===== src/rtl/dmem_arbiter.sv =====
// dmem_arbiter -- two-port arbiter in front of a single-port data memory.
//
// Each cycle at most one port is granted. The granted port drives the
// memory address, write data and write enable. Writes complete at the
// granting edge. Reads capture the combinational memory data at that
// edge and raise rvalid for the following cycle. A port can hold the
// grant with pN_lock. A lock is cut for one cycle after MAX_BURST
// consecutive locked grants, but only if the other port is waiting.
//
// Optional feature macro: DMEM_ARB_RR_EN
//   defined   -> ties go round-robin (the port that was not granted last wins)
//   undefined -> ties go to port 0; LAST is still tracked
//
// Ports:
//   clk, rst                 clock, asynchronous active-high reset
//   pN_req/we/lock           port N request, write flag, lock-next-cycle
//   pN_addr/wdata            port N word address and write data
//   pN_gnt                   port N access performed this cycle (comb)
//   pN_rvalid/rdata          port N registered read response
//   mem_a/mem_wd/mem_we      memory address, write data, write enable
//   mem_rd                   memory combinational read data
module dmem_arbiter #(
  parameter int AW        = 12,
  parameter int DW        = 32,
  parameter int MAX_BURST = 8
) (
  input  logic          clk,
  input  logic          rst,
  input  logic          p0_req,
  input  logic          p0_we,
  input  logic          p0_lock,
  input  logic [AW-1:0] p0_addr,
  input  logic [DW-1:0] p0_wdata,
  output logic          p0_gnt,
  output logic          p0_rvalid,
  output logic [DW-1:0] p0_rdata,
  input  logic          p1_req,
  input  logic          p1_we,
  input  logic          p1_lock,
  input  logic [AW-1:0] p1_addr,
  input  logic [DW-1:0] p1_wdata,
  output logic          p1_gnt,
  output logic          p1_rvalid,
  output logic [DW-1:0] p1_rdata,
  output logic [AW-1:0] mem_a,
  output logic [DW-1:0] mem_wd,
  output logic          mem_we,
  input  logic [DW-1:0] mem_rd
);

  localparam int            BW   = $clog2(MAX_BURST) + 1;
  localparam logic [BW-1:0] BMAX = BW'(MAX_BURST);

  typedef enum logic [1:0] {OWN_NONE, OWN_P0, OWN_P1} owner_t;
  typedef enum logic       {LAST_P0, LAST_P1}         last_t;

  owner_t        r_owner;
  owner_t        w_owner_nxt;
  last_t         r_last;
  logic [BW-1:0] r_bcnt;
  logic [BW-1:0] w_bcnt_nxt;

  logic w_full;
  logic w_tie_p1;
  logic w_gnt0;
  logic w_gnt1;
  logic w_refuse;
  logic w_we;

  // Grant selection
  always_comb begin
    w_full = (r_bcnt >= BMAX);
`ifdef DMEM_ARB_RR_EN
    w_tie_p1 = (r_last == LAST_P0);
`else
    // LAST is tracked but does not affect fixed priority
    w_tie_p1 = (r_last == LAST_P0) & 1'b0;
`endif
    w_gnt0   = 1'b0;
    w_gnt1   = 1'b0;
    w_refuse = 1'b0;
    if (r_owner == OWN_P0 && p0_req) begin
      // A saturated owner gives way for one cycle only if the other port is waiting
      if (w_full && p1_req) begin
        w_gnt1   = 1'b1;
        w_refuse = 1'b1;
      end else begin
        w_gnt0 = 1'b1;
      end
    end else if (r_owner == OWN_P1 && p1_req) begin
      if (w_full && p0_req) begin
        w_gnt0   = 1'b1;
        w_refuse = 1'b1;
      end else begin
        w_gnt1 = 1'b1;
      end
    end else if (p0_req && p1_req) begin
      w_gnt1 = w_tie_p1;
      w_gnt0 = ~w_tie_p1;
    end else begin
      w_gnt0 = p0_req;
      w_gnt1 = p1_req;
    end
  end

  // Next ownership and burst count. A lock that starts on a new owner
  // counts from 1; continuing locks saturate at MAX_BURST.
  always_comb begin
    w_owner_nxt = OWN_NONE;
    w_bcnt_nxt  = '0;
    if (w_gnt0 && p0_lock) begin
      w_owner_nxt = OWN_P0;
      if (w_refuse)                w_bcnt_nxt = '0;
      else if (r_owner != OWN_P0)  w_bcnt_nxt = BW'(1);
      else if (w_full)             w_bcnt_nxt = r_bcnt;
      else                         w_bcnt_nxt = r_bcnt + BW'(1);
    end else if (w_gnt1 && p1_lock) begin
      w_owner_nxt = OWN_P1;
      if (w_refuse)                w_bcnt_nxt = '0;
      else if (r_owner != OWN_P1)  w_bcnt_nxt = BW'(1);
      else if (w_full)             w_bcnt_nxt = r_bcnt;
      else                         w_bcnt_nxt = r_bcnt + BW'(1);
    end
  end

  // Memory-side mux
  always_comb begin
    mem_a  = '0;
    mem_wd = '0;
    w_we   = 1'b0;
    if (w_gnt0) begin
      mem_a  = p0_addr;
      mem_wd = p0_wdata;
      w_we   = p0_we;
    end else if (w_gnt1) begin
      mem_a  = p1_addr;
      mem_wd = p1_wdata;
      w_we   = p1_we;
    end
  end

  assign mem_we = w_we & ~rst;
  assign p0_gnt = w_gnt0;
  assign p1_gnt = w_gnt1;

  always_ff @(posedge clk or posedge rst) begin
    if (rst) begin
      r_owner   <= OWN_NONE;
      r_last    <= LAST_P1;
      r_bcnt    <= '0;
      p0_rvalid <= 1'b0;
      p1_rvalid <= 1'b0;
      p0_rdata  <= '0;
      p1_rdata  <= '0;
    end else begin
      r_owner   <= w_owner_nxt;
      r_bcnt    <= w_bcnt_nxt;
      if (w_gnt0)      r_last <= LAST_P0;
      else if (w_gnt1) r_last <= LAST_P1;
      p0_rvalid <= w_gnt0 & ~p0_we;
      p1_rvalid <= w_gnt1 & ~p1_we;
      if (w_gnt0 && !p0_we) p0_rdata <= mem_rd;
      if (w_gnt1 && !p1_we) p1_rdata <= mem_rd;
    end
  end

endmodule


===== config.mk =====
export PLATFORM = sky130hd
export DESIGN_NAME = dmem_arbiter
export DESIGN_NICKNAME = d
export VERILOG_FILES = /design/src/rtl/dmem_arbiter.sv
export SDC_FILE = /design/constraint.sdc
export NUM_CORES = 1
export LEC_CHECK = 0
export CAP_MARGIN = 40
export CORE_MARGIN = 1
export CORE_UTILIZATION = 35
export CTS_CLUSTER_SIZE = 25
export DETAILED_ROUTE_END_ITERATION = 10
export PLACE_DENSITY = 0.78
export SYNTH_ARGS = -nofsm -noshare
export SYNTH_HDL_FRONTEND = slang
export SYNTH_SLANG_ARGS = --single-unit
export TNS_END_PERCENT = 10

===== constraint.sdc =====
create_clock -name clk -period 2.97 [get_ports clk]
set_clock_uncertainty 0.1 [all_clocks]
set_input_delay 0.7425 -clock clk [delete_from_list [all_inputs] [get_ports clk]]
set_output_delay 0.7425 -clock clk [all_outputs]
set_load 0.01 [all_outputs]

==> run_results.csv, run 1 <==
group,metric,value,unit
synth,syn_avg_cell_area,14.4,um2
setup_path,rrSetupSlack,0.59,ns
routing,wire_per_inst,18.5,um
min_path,worst_hold_path.endpoint,"p0_rdata[17]$_DFFE_PP0P_",
timing,maxSlewHeadroom,0.766,
placed_design,port_buffers,240,
setup_path,critical_path.reg2reg.startpoint,"r_owner[0]$_DFF_PP0_",
timing,rsz0062_at_grt,"false",
run,drv_cap,0,
synth,syn-instance-count,239,
global_route,grt_pass1_wl,17600,um
finish,finalInstanceArea,6230,um2
floorplanning,io_pins,241,
finish,finish.utilization,0.665,
finish,fin_nets,625,
cts,cts_htree_levels,3,
routing,firstDrtPassIters,4,
global_route,grt_max_degree,45,
floorplanning,die_y,101,um
floorplanning,dieArea,10200,um2
cts,cts_sinks,72,
synth,yosys_warnings,0,
finish,antennaDiodeCount,0,
synth,ys_seq_elements,72,
pwr,swShare,0.278,
cts,path_clk_slew,0.07,ns
timing,period_share,0.981,
synth,ys_seq_area_frac,0.525,
synth,ys_top_cells_by_area,"dfrtp_1, mux2_4, a22o_1",
global_route,first_global_vias,3307,
routing,drtAntennaViolNets,0,
timing,setup_viol,0,
pwr,power.density,476,nW/um2
floorplanning,rows,35,
setup_path,critPathRequiredTime,2.13,ns
finish,drive_gt1_frac,0.250,
cts,cts_buffer_depth,2,
pwr,ir_worst_vdd,0.000200,V
routing,drt_iter0_markers,98,
synth,netlist_area,3430,um2
pwr,total_power,2970,uW
floorplanning,start_util,0.366,
floorplanning,core_area,9370,um2
cts,cts_tree,"yes",
synth,syn_nets,369,
placed_design,dpl_cell_area,6080,um2
finish,syn_to_final_growth,81.7,%
cts,cts_buffers,9,
timing,tightest_slew,0.347,ns
routing,wirelength,11600,um
global_route,grt_overflow,0,
cts,ctsRootBufferMaster,"clkbuf_8",
pwr,p_clk_frac,0.224,
placed_design,dpl.hpwl,8850,um
setup_path,arrival,2.07,ns
timing,finalHoldViolations,0,
min_path,min_path_type,"reg -> reg",
pwr,internal_power,2140,uW
finish,layout_commonest_cell,"clkdlybuf4s50_1",
setup_path,crit_type,"in -> out",
pwr,power_switching,824,uW
global_route,antenna_found_initial,0,
cts,hold_buffers,0,
status,status,"complete, no violations",
timing,period_needed,2.91,ns
routing,vias,3073,
placed_design,gp_congestion,0.888,
cts,insertion_delay,0.33,ns
synth,synth_top_cell_by_area,"dfrtp_1",
setup_path,cp-end-kind,"output pin",
timing,slew_violations,0,
pwr,p_leak,0.00276,uW
min_path,hp-start,"p0_rdata[17]$_DFFE_PP0P_",
synth,ys_types,33,
setup_path,r2r_end,"p0_rdata[27]$_DFFE_PP0P_",
pwr,seqPwrFrac,0.414,
setup_path,worstPathMaxFanout,10,
routing,drcViolationCount,0,
min_path,hold_depth,1,
finish,layout_common_cells,"clkdlybuf4s50_1, dfrtp_1, a22o_1, buf_2",
setup_path,start_kind,"input port",
setup_path,worstRegToRegCells,7,
timing,max_freq,0.343,GHz
routing,vias_per_cell,4.89,
global_route,grt_use_total,0.230,
synth,yosysTopAreaCellShare,0.525,
floorplanning,die_w,101,um
pwr,power_frac_comb,0.362,
==> power by group through the flow <==
stage	sequential, uW	combinational [uW]	clock [uW]
2_1_floorplan	1310	334	0
3_3_place_gp	1240	1080	0
3_5_place_dp	1250	1090	0
4_1_cts	1230	1090	689
5_1_grt	1250	1140	739
6_report	1230	1080	665
==> area by class of cell <==
class                      instances  area, um2
clock buffer                      10        128
clock inverter                     6       45.0
fill                             733       3140
inverter                           4       15.0
multi-input combinational        144       1520
sequential                        72       1800
tap                              129        161
timing repair buffer             264       2570
==> registers in the layout (all words and copies together) (netlist names) <==
name / cells
p1_rdata: 32
p1_rvalid: 1
r_bcnt: 4
p0_rdata: 32
p0_rvalid: 1
r_owner: 2
==> kinds of logic (layout without fill, tap and decap cells) <==
family	after synthesis	in the layout	share of synthesized area
xor gates and xnor gates	2	2	0.00510
adders and majority gates	2	2	0.00729
AOI/OAI and AO/OA	56	56	0.140
DFF	72	72	0.525
muxes	64	64	0.242
buffers and inverters	23	284	0.0448
and+or+nand+nor	20	20	0.0361
==> per-layer routing <==
metal,vias up,GRT usage,part of all wire
li1,1409,-,-
met1,1477,0.250,0.37
met2,157,0.416,0.52
met3,30,0.0673,0.083
met4,0,0.0936,0.029
met5,-,0,0
==> metrics by stage <==
step           TNS [ns]  hold WS [ns]  setup slack, ns  instances
2_1_floorplan         0         0.429            0.303        239
3_3_place_gp     -23.40         0.367           -0.538        604
3_5_place_dp     -23.19         0.374           -0.531        604
4_1_cts         -0.0460         0.390          -0.0460        629
5_1_grt               0         0.395          0.00756        629
6_report              0         0.384           0.0560        629
==> what timing repair did <==
action	in CTS	in global routing
resized for setup	172	12
setup endpoints to repair	47	38
gates cloned	4	0
pin swaps	4	3
setup buffers	5	0
==> Yosys cell counts <==
cell type,n
a21oi_1,3
a221oi_2,1
a22o_1,45
a22oi_1,2
a2bb2oi_1,2
a31oi_1,1
a41oi_1,1
and2_1,2
and2b_1,1
and3b_1,1
and4_1,1
buf_1,1
buf_2,9
buf_4,1
buf_6,7
clkbuf_1,1
dfrtp_1,72
ha_1,2
inv_1,4
mux2_1,29
mux2_2,6
mux2_4,29
nand2_1,4
nand2b_1,1
nand3_1,1
nand4b_1,1
nor2_1,3
nor2b_1,3
nor2b_4,1
nor3b_1,1
o31a_1,1
xnor2_1,1
xor2_1,1
==> critical path, stage by stage <==
cell             delay, ns
clkdlybuf4s15_1       0.20
buf_6                 0.15
a221oi_4              0.29
buf_4                 0.17
buf_12                0.12
a22o_1                0.14
clkdlybuf4s15_1       0.26
==> worst max path at each step <==
stage                      start                      end  slack, ns  cells past startpoint
after floorplan              rst  p0_rdata[0]$_DFFE_PP0P_       0.30                      1
after CTS                 p1_req               mem_wd[10]      -0.05                      8
after global placement    p1_req                 mem_a[7]      -0.54                      6
final                     p1_req               mem_wd[15]       0.06                      7
after global routing      p1_req                 mem_a[9]      0.008                      8
after detailed placement  p1_req                 mem_a[6]      -0.53                      6
Note: power is estimated with default switching activity, not from simulation.
==> run 2, diff against run 1 <==
--- a/config.mk
+++ b/config.mk
@@ -6,11 +6,13 @@
 export NUM_CORES = 1
 export LEC_CHECK = 0
 export CAP_MARGIN = 40
-export CORE_MARGIN = 1
-export CORE_UTILIZATION = 35
+export CORE_AREA = 2 2 94 96
 export CTS_CLUSTER_SIZE = 25
 export DETAILED_ROUTE_END_ITERATION = 10
-export PLACE_DENSITY = 0.78
+export DIE_AREA = 0 0 96 98
+export DONT_BUFFER_PORTS = 1
+export PLACE_DENSITY = 0.52
+export SLEW_MARGIN = 20
 export SYNTH_ARGS = -nofsm -noshare
 export SYNTH_HDL_FRONTEND = slang
 export SYNTH_SLANG_ARGS = --single-unit
==> run 2 against run 1 <==
Compared with the run above:
- clock power grew 15%
- die area shrank 7.8%
- final area shrank 40%
- sequential power grew 9%
- total power shrank 17%
- sequential share of layout area grew 19 points
- largest cell class is now sequential cells
==> run_results.csv, run 2 (same netlist as run 1, synthesis figures left out) <==
group,metric,value,unit
timing,tightest_slew,0.555,ns
timing,finalHoldViolations,0,
pwr,total_power,2470,uW
pwr,power.density,659,nW/um2
routing,vias,2059,
run,drv_cap,0,
routing,drtAntennaViolNets,0,
floorplanning,start_util,0.405,
timing,timing.hold.ws,0.230,ns
cts,hold_buffers,0,
setup_path,arrival,1.94,ns
setup_path,path_cells,"and3b_1, o31a_2, buf_12, a22o_1",
floorplanning,die_w,96,um
cts,cts_tree,"yes",
cts,cts_htree_levels,3,
status,status,"complete, no violations",
timing,setup_viol,0,
cts,post_cts_buffers,0,
pwr,p_leak,0.00165,uW
timing,max_freq,0.359,GHz
global_route,first_global_vias,1966,
floorplanning,dieArea,9410,um2
global_route,antenna_found_initial,6,
timing,period_share,0.937,
finish,layout_commonest_cell,"dfrtp_1",
finish,largestRegisters,"p0_rdata x32, p1_rdata x32, r_bcnt x4",
finish,fin_nets,367,
finish,finalInstanceArea,3760,um2
placed_design,dpl_cell_area,3560,um2
floorplanning,io_pins,241,
cts,ctsRootBufferMaster,"clkbuf_8",
global_route,grt_use_total,0.172,
timing,period_needed,2.78,ns
floorplanning,die_y,98,um
floorplanning,rows,34,
finish,syn_to_final_growth,9.44,%
cts,insertion_delay,0.34,ns
routing,wirelength,8530,um
timing,slew_violations,0,
pwr,ir_worst_vdd,0.000271,V
finish,finish.utilization,0.444,
setup_path,slowest_stage,"o31a_2",
cts,cts_buffers,9,
finish,layout_common_cells,"dfrtp_1, a22o_1, mux2_4, mux2_1, clkbuf_8",
finish,drive_gt1_frac,0.252,
timing,maxSlewHeadroom,0.629,
setup_path,worstPathMaxFanout,42,
routing,firstDrtPassIters,5,
setup_path,start_kind,"register",
global_route,grt_max_degree,49,
placed_design,gp_congestion,0.690,
timing,rsz0062_at_grt,"false",
placed_design,dpl.hpwl,6530,um
setup_path,cp-end-kind,"output pin",
setup_path,cpPeakStageDelay,0.43,ns
placed_design,port_buffers,0,
cts,ctsResizeCount,0,
setup_path,critPathRequiredTime,2.13,ns
floorplanning,core_area,8470,um2
routing,wire_per_inst,24.2,um
timing,tns,0,ns
global_route,grt_overflow,0,
cts,cts_sinks,72,
routing,vias_per_cell,5.85,
setup_path,crit_type,"reg -> out",
min_path,min_path_type,"in -> async",
cts,cts_buffer_depth,2,
global_route,grt_pass1_wl,11600,um
cts,path_clk_slew,0.08,ns
routing,drt_iter0_markers,59,
finish,nFillCells,784,
routing,drcViolationCount,0,
[run 2: changes by cell type in the layout (fill, tap and decap cells not counted), moves of 2 or more]
cell,delta
clkdlybuf4s50_1,-191
clkbuf_2,-8
buf_2,-33
buf_12,-2
clkdlybuf4s15_1,-4
buf_4,-8
buf_16,-3
dlygate4sd2_1,-2
diode_2,+2
buf_6,-4
[run 2: power by group]
part	total (uW)	switching [uW]	internal (uW)
logic	375	157	218
registers	1340	196	1140
clock network	762	370	392
[run 2: worst max-delay path: cells and delay by family, from the launching register on]
family | cells | cell delay, ns
compound gates | 2 | 0.76
simple gates | 1 | 0.23
flops | 1 | 0.40
buf+inv | 1 | 0.20
[run 2: path summary, 6_finish.rpt]
path,slack (ns),cells past startpoint,startpoint,end
max,0.19,4,r_owner[0]$_DFF_PP0_,mem_wd[0]
min,0.23,1,rst,p0_rdata[30]$_DFFE_PP0P_
max reg2reg,0.71,6,r_owner[0]$_DFF_PP0_,p0_rdata[30]$_DFFE_PP0P_
min reg2reg,0.46,1,p0_rdata[6]$_DFFE_PP0P_,p0_rdata[6]$_DFFE_PP0P_
max in group asynchronous,1.91,2,rst,r_bcnt[3]$_DFF_PP0_
min in group clk,0.43,1,mem_rd[7],p0_rdata[7]$_DFFE_PP0P_
[run 2: area by class of cell]
type / count / area, um2 / area share
diodes: 2 / 5.00 / 0.00133
clock buffers: 10 / 128 / 0.0340
clock inverters: 6 / 67.6 / 0.0180
inverters: 4 / 15.0 / 0.00400
multi-input cells: 144 / 1500 / 0.398
flip-flops and latches: 72 / 1800 / 0.480
well taps: 108 / 135 / 0.0360
repair buffers: 6 / 108 / 0.0286
[run 2: metal layers]
layer | global-route usage | vias up | routed length (um)
met4 | 0.0462 | 6 | 80
met3 | 0.137 | 16 | 1560
met2 | 0.251 | 141 | 3910
li1 | - | 882 | -
met1 | 0.193 | 1014 | 2950
met5 | 0 | - | 37
[run 2: through the flow]
stage / cells / worst slack, ns
2_1_floorplan: 239 / 0.303
3_3_place_gp: 334 / 0.384
3_5_place_dp: 334 / 0.365
4_1_cts: 350 / 0.180
5_1_grt: 350 / 0.118
6_report: 352 / 0.188
